==> config.mk <==
export PLATFORM = sky130hd
export DESIGN_NAME = instr_pair_encoder
export DESIGN_NICKNAME = d
export VERILOG_FILES = /design/src/rtl/instr_pair_encoder.sv
export SDC_FILE = /design/constraint.sdc
export NUM_CORES = 1
export LEC_CHECK = 0
export ABC_AREA = 1
export BUFFER_PORTS_ARGS = -buffer_cell sky130_fd_sc_hd__clkbuf_2
export CORE_AREA = 2 2 144 146
export CTS_BUF_LIST = sky130_fd_sc_hd__clkbuf_8 sky130_fd_sc_hd__clkbuf_16
export DETAILED_ROUTE_END_ITERATION = 6
export DIE_AREA = 0 0 146 148
export SLEW_MARGIN = 20
export SYNTH_ARGS = -nofsm -noshare
export SYNTH_HDL_FRONTEND = slang
export SYNTH_SLANG_ARGS = --single-unit
==> constraint.sdc <==
create_clock -name clk -period 5.1 [get_ports clk]
set_input_delay 1.02 -clock clk [delete_from_list [all_inputs] [get_ports clk]]
set_output_delay 1.02 -clock clk [all_outputs]
set_load 0.02 [all_outputs]
==> src/rtl/instr_pair_encoder.sv <==
// instr_pair_encoder: re-encodes decoded RV32I field records into 32-bit
// instruction words, buffers them in a small FIFO and presents them as
// older/younger pairs for the dual-issue instruction memory. A flush pads
// an odd trailing word with a NOP so the last pair can still be written.
module instr_pair_encoder #(
  parameter int DEPTH  = 4,
  parameter int ADDR_W = 10
) (
  input  logic              clk,
  input  logic              rst_n,
  input  logic              in_valid,
  output logic              in_ready,
  input  logic [6:0]        in_op,
  input  logic [4:0]        in_rd,
  input  logic [4:0]        in_rs1,
  input  logic [4:0]        in_rs2,
  input  logic [2:0]        in_funct3,
  input  logic [6:0]        in_funct7,
  input  logic [11:0]       in_imm12,
  input  logic [19:0]       in_imm20,
  input  logic              flush,
  output logic              out_valid,
  input  logic              out_ready,
  output logic [31:0]       out_instr_a,
  output logic [31:0]       out_instr_b,
  output logic [ADDR_W-1:0] out_addr,
  output logic              err_op
);

  localparam int PTR_W = $clog2(DEPTH);
  localparam logic [31:0] NOP = 32'h0000_0013;
  localparam logic [PTR_W:0] CNT_ZERO = '0;
  localparam logic [PTR_W:0] CNT_ONE  = (PTR_W+1)'(1);
  localparam logic [PTR_W:0] CNT_TWO  = (PTR_W+1)'(2);
  localparam logic [PTR_W:0] CNT_FULL = (PTR_W+1)'(DEPTH);

  logic [31:0]      mem [DEPTH];
  logic [PTR_W-1:0] wr_ptr;
  logic [PTR_W-1:0] rd_ptr;
  logic [PTR_W:0]   count;
  logic             flush_pend;

  logic [31:0]      enc_word;
  logic             enc_bad;
  logic             push;
  logic             pop;
  logic [PTR_W:0]   pop_n;
  logic [PTR_W:0]   push_count;
  logic [PTR_W:0]   count_next;
  logic             flush_pend_next;

  // Rebuild the instruction word from its fields; unknown opcodes become a NOP.
  always_comb begin
    enc_word = NOP;
    enc_bad  = 1'b0;
    case (in_op)
      7'h33: enc_word = {in_funct7, in_rs2, in_rs1, in_funct3, in_rd, in_op};
      7'h13,
      7'h03: enc_word = {in_imm12, in_rs1, in_funct3, in_rd, in_op};
      7'h23: enc_word = {in_imm12[11:5], in_rs2, in_rs1, in_funct3,
                         in_imm12[4:0], in_op};
      7'h63: enc_word = {in_imm12[11], in_imm12[9:4], in_rs2, in_rs1, in_funct3,
                         in_imm12[3:0], in_imm12[10], in_op};
      7'h6F: enc_word = {in_imm20[19], in_imm20[9:0], in_imm20[10],
                         in_imm20[18:11], in_rd, in_op};
      default: begin
        enc_word = NOP;
        enc_bad  = 1'b1;
      end
    endcase
  end

  // Handshakes, pairing and next-state bookkeeping, all from registered state.
  // A flush only arms when something (including a same-cycle push) is buffered,
  // and it disarms as soon as the buffer empties.
  always_comb begin
    in_ready        = rst_n && (count < CNT_FULL) && !flush_pend;
    push            = in_valid && in_ready;
    out_valid       = (count >= CNT_TWO) || ((count == CNT_ONE) && flush_pend);
    pop             = out_valid && out_ready;
    pop_n           = CNT_ZERO;
    if (pop) pop_n  = (count >= CNT_TWO) ? CNT_TWO : CNT_ONE;
    push_count      = count + {{PTR_W{1'b0}}, push};
    count_next      = push_count - pop_n;
    flush_pend_next = (flush_pend || (flush && (push_count != CNT_ZERO)))
                      && (count_next != CNT_ZERO);
    out_instr_a     = (count != CNT_ZERO) ? mem[rd_ptr] : NOP;
    out_instr_b     = (count >= CNT_TWO) ? mem[rd_ptr + PTR_W'(1)] : NOP;
  end

  // Storage for encoded words; only the occupied slots are ever read out.
  always_ff @(posedge clk) begin
    if (push) mem[wr_ptr] <= enc_word;
  end

  // Pointers, occupancy, flush state, pair address and the error pulse.
  always_ff @(posedge clk or negedge rst_n) begin
    if (!rst_n) begin
      wr_ptr     <= '0;
      rd_ptr     <= '0;
      count      <= '0;
      flush_pend <= 1'b0;
      out_addr   <= '0;
      err_op     <= 1'b0;
    end else begin
      if (push) wr_ptr <= wr_ptr + PTR_W'(1);
      rd_ptr     <= rd_ptr + pop_n[PTR_W-1:0];
      count      <= count_next;
      flush_pend <= flush_pend_next;
      if (pop) out_addr <= out_addr + ADDR_W'(1);
      err_op     <= push && enc_bad;
    end
  end

endmodule

==> impl_metrics.tcl, run 1 <==
set metrics [dict create \
    synth_area_per_cell_um2 9.12 \
    timing.slew.headroom 0.403 \
    layout_commonest_cell "nand2_1" \
    cp_data_arrival_time_ps 2780 \
    grt_pass1_vias 6084 \
    num_antenna_cells 0 \
    grt_usage 0.198 \
    critPathLaunchType "register" \
    overflow 0 \
    fin_crit_sh 0.744 \
    worstPathMaxFanout 40 \
    clock_power_share 0.222 \
    yosys-top-cells-area "edfxtp_1, nand2_1, dfrtp_1, o21ai_0, inv_1" \
    grt_max_degree 84 \
    pwr_density_cell_mw_per_mm2 604 \
    maxCapViolCount 0 \
    synth_top_area_cell "edfxtp_1" \
    wl_met1_mm 9.36 \
    clkSinkCount 147 \
    drc 0 \
    seq_area_frac_synth 0.545 \
    dp_cells 1254 \
    cpPeakStageDelay_ps 730 \
    htreeDepth 4 \
    root_buffer "clkbuf_16" \
    cp-end-kind "output pin" \
    wl_met3_mm 1.28 \
    num_vias 6493 \
    hold_buffers 0 \
    power_switching_w 0.00265 \
    yosysTopAreaCellShare 0.485 \
    worst-path-buf-inv 3 \
    die-height_um 148 \
    final_cell_mix "nand2_1, clkbuf_2, edfxtp_1, inv_1, nor2_1" \
    io_buffers 145 \
    power.share.combinational 0.502 \
    post_cts_resized 0 \
    top_layer_used "met4" \
    crit_chain "inv_1 -> buf_4 -> o21ai_0 -> o221ai_1 -> clkbuf_2" \
    path_clk_slew_ps 60 \
    cts_tree "done" \
    numCtsBuffers 17 \
    pwr-share-seq 0.276 \
    critPathKind "reg -> out" \
    core-area_mm2 0.0200 \
    leakage_nw 4.00 \
    final_max_slew_viol_count 0 \
    rrSetupSlack_ps 1980 \
    critPathTopFamily "buffers and inverters" \
    vias_per_cell 5.05 \
    place_hpwl_mm 14.0 \
    netSwitchingFraction 0.462 \
    insertion_delay_ps 420 \
    fmax_mhz 263 \
    setup_viol 0 \
    tightest_slew_ps 894 \
    ir_worst_vdd_v 0.000259 \
    synthCells 869 \
    initialDrtViolationCount 409 \
    postCtsSetupRepairBufs 0 \
    fin_cells 1286 \
    wl_per_cell_um 16.5 \
    routabilityCongestion 0.793 \
    finalWirelength_mm 21.2 \
    hold_viol_final 0 \
    async_flop_share 0.129 \
    nets 1082 \
    antenna_found_initial 1 \
    internal-power_w 0.00308 \
    hold_class "reg -> reg" \
    die_w_um 146 \
    power_w 0.00573 \
    yosysUniqueCellTypes 35 \
    finClkSkew_ps 6.48 \
    synth_warnings 0 \
    dieArea_mm2 0.0216 \
    synthFlopType "edfxtp_1" \
    tns_ps 0 \
    rsz0062_at_grt "no" \
    drtAntennaViolNets 0 \
    synth_seq_cells 147 \
    fin_crit_ps 3800 \
    cp.required_ps 4080 \
    status "complete, no violations" \
    drive_gt1_frac 0.231 \
    first_pass_iters 5 \
    ios 146 \
    synth_area_mm2 0.00792 \
    area_growth_pct 19.6 \
    wl_met2_mm 10.2 \
    cts_max_path_buffers 2 \
    hold-worst-slack_ps 521 \
    synth_edf_count 128 \
    grt_pass1_wl_mm 32.8 \
    slowest_stage "inv_1" \
    start_util 0.395 \
    rows 52 \
]
## worst register-to-register path, stage by stage (launching register included)
cell,delay (ps)
dfrtp_1,450
nor2_4,620
buf_4,400
a21oi_2,210
nand2_1,100
inv_1,60
ha_1,190
inv_1,60
fa_1,410
or2_2,300
o21ai_0,160
inv_1,50
## cells by family after synthesis
group                      share of synthesized area
AOI/OAI and AO/OA                              0.157
xor gates and xnor gates                      0.0111
adders and majority gates                     0.0167
buffers and inverters                         0.0777
DFF                                            0.545
other                                       0.000473
and+or+nand+nor                                0.192
## cell type report
type                       count  area [um2]
tap                          270         338
multi-input combinational    594        3050
clock buffer                  17         425
inverter                      87         332
clock inverter                15         184
fill                        1958       10600
timing repair buffer         156         828
sequential                   147        4320
## through the flow
stage          instance area [um2]  setup slack, ps   util
5_1_grt                       9480             1160  0.473
3_3_place_gp                  8840             1380  0.441
6_report                      9480             1300  0.473
4_1_cts                       9480             1290  0.473
3_5_place_dp                  8870             1310  0.442
2_1_floorplan                 7950             1660      -
## cell usage after synthesis (9+ instances only)
master / n
nand2_1: 226
edfxtp_1: 128
inv_1: 82
nor2_1: 81
o21ai_0: 67
a21oi_1: 55
nand3_1: 41
o211ai_1: 29
buf_2: 26
a22oi_1: 19
dfrtp_1: 19
a21oi_2: 11
a22oi_2: 10
clkbuf_1: 10
ha_1: 9
## worst paths after layout
path | start | end | depth (start not counted)
min in group asynchronous | rst_n | out_addr[8] | 1
hold reg to reg | out_addr[2] | out_addr[2] | 1
hold / removal | out_addr[2] | out_addr[2] | 1
setup reg to reg | count[2] | flush_pend | 11
setup / recovery | rd_ptr[0] | out_instr_a[0] | 5
max in group asynchronous | rst_n | rd_ptr[0] | 1
## registers in the layout, indices dropped and copies added, names as in the netlist
| name | flops |
|---|---|
| flush_pend | 1 |
| wr_ptr | 2 |
| count | 3 |
| out_addr | 10 |
| mem | 128 |
| rd_ptr | 2 |
| err_op | 1 |
## layer usage
metal,vias to the layer above,GRT usage
met1,3052,0.260
met3,22,0.0401
met4,0,0.0650
met2,208,0.329
met5,-,0
li1,3211,-
## power by group through the flow
stage	combinational (W)	clock, W	sequential [W]
final	0.00288	0.00127	0.00158
after global routing	0.00316	0.00134	0.00160
after CTS	0.00291	0.00129	0.00158
after detailed placement	0.00290	0	0.00160
after global placement	0.00288	0	0.00160
after floorplan	0.00207	0	0.00153
(Power assumes the default switching activity.)
==> run 2, diff against run 1 <==
Settings changed: ABC_AREA 1 to 0, CORE_AREA 2 2 144 146 to 2 2 141 143, DIE_AREA 0 0 146 148 to 0 0 143 145.
Clock period 5.1 ns to 3.8 ns, I/O delays scaled along.
==> run 2 against run 1 <==
Effect of this change:
- clock power up 33%
- clock skew increased by 3.0 ps
- worst setup slack lost 690 ps
- register-to-register slack worse by 640 ps
- critical path depth shrank 1
- via count fell by 26%
==> impl_metrics.tcl, run 2 <==
set metrics [dict create \
    synth_edf_count 128 \
    synth_compound_area_frac 0.0562 \
    cpPeakStageDelay_ps 890 \
    postCtsSetupRepairBufs 0 \
    yosys.area_share.simple 0.107 \
    path_clk_slew_ps 60 \
    drive_gt1_frac 0.451 \
    synth_area_per_cell_um2 16.5 \
    grt_usage 0.178 \
    overflow 0 \
    hold_viol_final 0 \
    tightest_slew_ps 941 \
    yosysMostFrequentCell "edfxtp_1" \
    place_hpwl_mm 12.5 \
    routabilityCongestion 0.788 \
    area_growth_pct 21.5 \
    power_w 0.00622 \
    die_w_um 143 \
    synth_top_area_cell "edfxtp_1" \
    final_max_slew_viol_count 0 \
    synth_top_family_by_area "multiplexers" \
    crit_chain "buf_4 -> mux4_2 -> nor2b_1 -> clkbuf_2" \
    setup_viol 0 \
    fin_crit_sh 0.839 \
    power_switching_w 0.00221 \
    ir_worst_vdd_v 0.000374 \
    cp.required_ps 3040 \
    htreeDepth 4 \
    core-area_mm2 0.0192 \
    synth_seq_cells 147 \
    ys_top_cells_by_count "edfxtp_1, mux4_2, nor2b_1" \
    grt_pass1_wl_mm 27.8 \
    insertion_delay_ps 420 \
    antenna_found_initial 0 \
    finClkSkew_ps 9.48 \
    clkSinkCount 147 \
    setup_ws_ps 612 \
    cts_tree "done" \
    pwr-share-seq 0.335 \
    synthAdderAreaFrac 0.0176 \
    clock_power_share 0.271 \
    cp-end-kind "output pin" \
    cts_max_path_buffers 2 \
    dp_slack_ps 1010 \
    num_vias 4787 \
    rr_worst_depth 8 \
    critPathLaunchType "register" \
    drtAntennaViolNets 0 \
    netSwitchingFraction 0.355 \
    cp_data_arrival_time_ps 2430 \
    leakage_nw 3.65 \
    grt_pass1_vias 5027 \
    synthXorXnorAreaFrac 0.0163 \
    io_buffers 145 \
    synth_area_mm2 0.00752 \
    top_regs "mem x128, out_addr x10, count x3" \
    slowest_stage "dfrtp_2" \
    synthFlopType "edfxtp_1" \
    fmax_mhz 314 \
    power.share.combinational 0.394 \
    hold_buffers 0 \
    numCtsBuffers 17 \
    rsz0062_at_grt "no" \
    critPathLaunch "rd_ptr[0]" \
    layout_commonest_cell "clkbuf_2" \
    start_util 0.391 \
    yosysUniqueCellTypes 49 \
    rows 51 \
    grt_max_degree 35 \
    first_pass_iters 4 \
    num_antenna_cells 0 \
    synthCells 456 \
    wl_per_cell_um 20.2 \
    initialDrtViolationCount 368 \
    timing.slew.headroom 0.364 \
    async_flop_share 0.129 \
    status "complete, no violations" \
    dieArea_mm2 0.0207 \
    fin_crit_ps 3190 \
    final_cell_mix "clkbuf_2, edfxtp_1, mux4_2, nor2b_1" \
    seq_area_frac_synth 0.574 \
    rrSetupSlack_ps 1340 \
    yosys-top-cells-area "edfxtp_1, mux4_2, dfrtp_1, nor2b_1, ha_1" \
    worstPathMaxFanout 34 \
    nets 683 \
    synth_warnings 0 \
    pwr_density_cell_mw_per_mm2 681 \
    largest_reg_flops 128 \
    r2r-start "count[2]" \
    yosysTopAreaCellShare 0.511 \
    vias_per_cell 5.43 \
    tns_ps 0 \
    regMostFlops "mem" \
    die-height_um 145 \
    drc 0 \
    internal-power_w 0.00401 \
    post_cts_resized 0 \
    maxCapViolCount 0 \
    finalWirelength_mm 17.8 \
    critPathKind "reg -> out" \
    hold_class "in -> async" \
    synthMuxAreaShare 0.200 \
    root_buffer "clkbuf_16" \
    r2r-end "flush_pend" \
    ios 146 \
]
## run 2: cell types whose count changed after synthesis, sizes merged, moves of 9 or more
| cell | change |
|---|---|
| nor2 | -83 |
| a22oi | -29 |
| and4 | +10 |
| nand2 | -227 |
| a21oi | -65 |
| o211ai | -29 |
| mux4 | +64 |
| o21ai | -69 |
| a221o | +11 |
| nor3 | +9 |
| nor2b | +58 |
| buf | -21 |
| nand3 | -35 |
| inv | -80 |
## run 2: layout make-up
| type | count | area (um2) |
|---|---|---|
| clock inverters | 15 | 180 |
| flip-flops and latches | 147 | 4320 |
| inverters | 7 | 26.3 |
| repair buffers | 157 | 816 |
| multi-input cells | 274 | 3030 |
| well taps | 265 | 332 |
| clock buffers | 17 | 425 |
| fillers | 1666 | 10100 |
## run 2: logic make-up (layout without fill, tap and decap cells)
| family | Yosys count | after routing |
|---|---|---|
| adders and majority gates | 10 | 10 |
| and+or+nand+nor | 126 | 126 |
| buffers and inverters | 42 | 196 |
| muxes | 70 | 70 |
| xor gates and xnor gates | 14 | 14 |
| other | 1 | 8 |
| AOI/OAI and AO/OA | 46 | 46 |
| DFF | 147 | 147 |
## run 2: metrics by stage
stage | hold slack, ps | cell area (um2) | utilization | instances
4_1_cts | 322 | 9130 | 0.476 | 882
5_1_grt | 341 | 9130 | 0.476 | 882
6_report | 319 | 9130 | 0.476 | 882
3_3_place_gp | 458 | 8530 | 0.444 | 850
3_5_place_dp | 479 | 8530 | 0.444 | 850
2_1_floorplan | 464 | 7540 | - | 463
## run 2: routing by layer
| layer | share of wire | GRT usage | up-vias |
|---|---|---|---|
| met5 | 0 | 0 | - |
| met4 | 0.013 | 0.0475 | 0 |
| met3 | 0.065 | 0.0521 | 19 |
| met2 | 0.51 | 0.301 | 195 |
| met1 | 0.41 | 0.224 | 2431 |
| li1 | - | - | 2142 |
## run 2: power by group through the flow
stage | Clock [W] | Combinational, W | Sequential (W)
2_1_floorplan | 0 | 0.00188 | 0.00199
3_3_place_gp | 0 | 0.00245 | 0.00210
3_5_place_dp | 0 | 0.00249 | 0.00212
4_1_cts | 0.00172 | 0.00249 | 0.00209
5_1_grt | 0.00179 | 0.00264 | 0.00211
6_report | 0.00169 | 0.00245 | 0.00208
## run 2: worst max path at each step
stage                            to  slack [ps]  cells past startpoint
finish              out_instr_b[28]         610                      4
global route        out_instr_a[20]         470                      4
CTS                 out_instr_a[22]         580                      4
detailed placement       flush_pend        1010                     10
global placement    out_instr_a[22]        1080                      4
floorplan                flush_pend        1160                      9
## run 2: worst max-delay path, delay by kind of cell (launching register included)
| kind | cells | cell delay, ps |
|---|---|---|
| muxes | 1 | 390 |
| DFF | 1 | 890 |
| and+or+nand+nor | 1 | 150 |
| buffers and inverters | 2 | 560 |
==> run 3, diff against run 2 <==
Settings changed: ABC_AREA 0 to 1, CORE_AREA 2 2 141 143 to 2 2 144 146, DIE_AREA 0 0 143 145 to 0 0 146 148.
Clock period 3.8 ns to 3.14 ns, I/O delays scaled along.
==> run 3 against run 2 <==
Effect of this change:
- flip-flop and latch count unchanged
- total power increased by 51%
- non-clock buffer count increased by 14
- largest power group unchanged
- clock power increased by 19%
- critical endpoint is now out_instr_b[6]
==> impl_metrics.tcl, run 3 (synthesized netlist as in run 1, its figures left out) <==
set metrics [dict create \
    status "complete, no violations" \
    num_vias 6508 \
    die-height_um 148 \
    final_max_slew_viol_count 0 \
    cp_data_arrival_time_ps 2320 \
    numCtsBuffers 17 \
    critPathLaunchType "register" \
    pwr-share-seq 0.264 \
    maxCapViolCount 0 \
    num_antenna_cells 0 \
    leakage_nw 4.07 \
    vias_per_cell 5.00 \
    cp.required_ps 2510 \
    tns_ps 0 \
    dieArea_mm2 0.0216 \
    cts_tree "done" \
    post_cts_resized 0 \
    pwr_density_cell_mw_per_mm2 981 \
    power_switching_w 0.00432 \
    rows 52 \
    power.share.combinational 0.522 \
    regMostFlops "mem" \
    place_hpwl_mm 14.5 \
    first_pass_iters 5 \
    die_w_um 146 \
    io_buffers 145 \
    fin_crit_sh 0.940 \
    core-area_mm2 0.0200 \
    worstPathMaxFanout 17 \
    drtAntennaViolNets 0 \
    grt_pass1_wl_mm 33.3 \
    postCtsSetupRepairBufs 0 \
    fmax_mhz 339 \
    fin_crit_ps 2950 \
    root_buffer "clkbuf_16" \
    finClkSkew_ps 10.5 \
    cts_max_path_buffers 2 \
    tightest_slew_ps 660 \
    hold_class "in -> async" \
    antenna_found_initial 0 \
    start_util 0.395 \
    clkSinkCount 147 \
    fill_cells 1912 \
    path_clk_slew_ps 60 \
    ir_worst_vdd_v 0.000568 \
    finalWirelength_mm 21.4 \
    overflow 0 \
    routabilityCongestion 0.821 \
    insertion_delay_ps 420 \
    ios 146 \
    largest_reg_flops 128 \
    critPathKind "reg -> out" \
    htreeDepth 4 \
    drc 0 \
    grt_max_degree 67 \
    hold_buffers 0 \
    initialDrtViolationCount 394 \
    drive_gt1_frac 0.242 \
    nets 1097 \
    area_growth_pct 21.0 \
    wl_per_cell_um 16.5 \
    setup_viol 0 \
    final_cell_area_mm2 0.00959 \
    grt_usage 0.200 \
    top_regs "mem x128, out_addr x10, count x3" \
    timing.slew.headroom 0.560 \
    layout_commonest_cell "nand2_1" \
    hold_viol_final 0 \
    clock_power_share 0.214 \
    netSwitchingFraction 0.459 \
    final_cell_mix "nand2_1, clkbuf_2, edfxtp_1, inv_1, nor2_1" \
    cp-end-kind "output pin" \
    internal-power_w 0.00509 \
    placed_area_mm2 0.00900 \
    grt_pass1_vias 6134 \
    rsz0062_at_grt "no" \
]
run 3: changes by cell type in the layout (fill, tap and decap cells not counted), sizes merged, moves of 11 or more:
cell | before | now
o21ai | 2 | 71
a221o | 11 | 0
nand3 | 8 | 43
o211ai | 0 | 29
a21oi | 1 | 66
buf | 12 | 26
nor2b | 58 | 0
nand2 | 5 | 232
nor2 | 4 | 87
a22oi | 0 | 29
inv | 11 | 89
mux4 | 64 | 0
run 3: final cells by class:
class	count	area, um2	share of cell area
Clock buffer	17	425	0.0444
Clock inverter	15	166	0.0174
Inverter	87	332	0.0346
Multi-Input combinational cell	594	3050	0.318
Sequential cell	147	4320	0.451
Tap cell	270	338	0.0352
Timing Repair Buffer	171	958	0.0999
run 3: path summary, 6_finish.rpt:
path / slack, ps / from / cells after the start / to
setup / recovery: 190 / rd_ptr[1] / 7 / out_instr_b[6]
min in group clk: 530 / flush / 5 / flush_pend
max in group asynchronous: 2720 / rst_n / 2 / rd_ptr[0]
setup reg to reg: 790 / flush_pend / 13 / flush_pend
hold / removal: 190 / rst_n / 2 / out_addr[6]
hold reg to reg: 530 / out_addr[2] / 1 / out_addr[2]
run 3: power by group through the flow:
stage	sequential [W]	combinational (W)	clock, W
final	0.00248	0.00491	0.00201
after global routing	0.00251	0.00537	0.00213
after CTS	0.00248	0.00495	0.00205
after detailed placement	0.00252	0.00494	0
after global placement	0.00252	0.00490	0
after floorplan	0.00249	0.00336	0
run 3: per-stage QoR:
step / hold WS [ps] / utilization / total power (W) / setup slack (ps) / cells
after floorplan: 332 / - / 0.00585 / 94.8 / 876
after global placement: 513 / 0.449 / 0.00742 / 540 / 1269
final: 185 / 0.479 / 0.00941 / 188 / 1301
after global routing: 219 / 0.479 / 0.0100 / 49.5 / 1301
after detailed placement: 526 / 0.449 / 0.00746 / 503 / 1269
after CTS: 189 / 0.479 / 0.00949 / 152 / 1301
run 3: worst max-delay path, stage by stage (launching register included):
cell and delay [ps]:
dfrtp_2 560, inv_1 440, buf_4 280, nand2_1 60
o21ai_1 70, nand2_1 60, a21oi_1 210, clkbuf_2 210
run 3: layer usage:
layer / global-route usage / up-vias / routed length, um
li1: - / 3242 / -
met2: 0.327 / 212 / 10100
met1: 0.268 / 3033 / 9660
met4: 0.0675 / 0 / 331
met5: 0 / - / 0
met3: 0.0417 / 21 / 1340
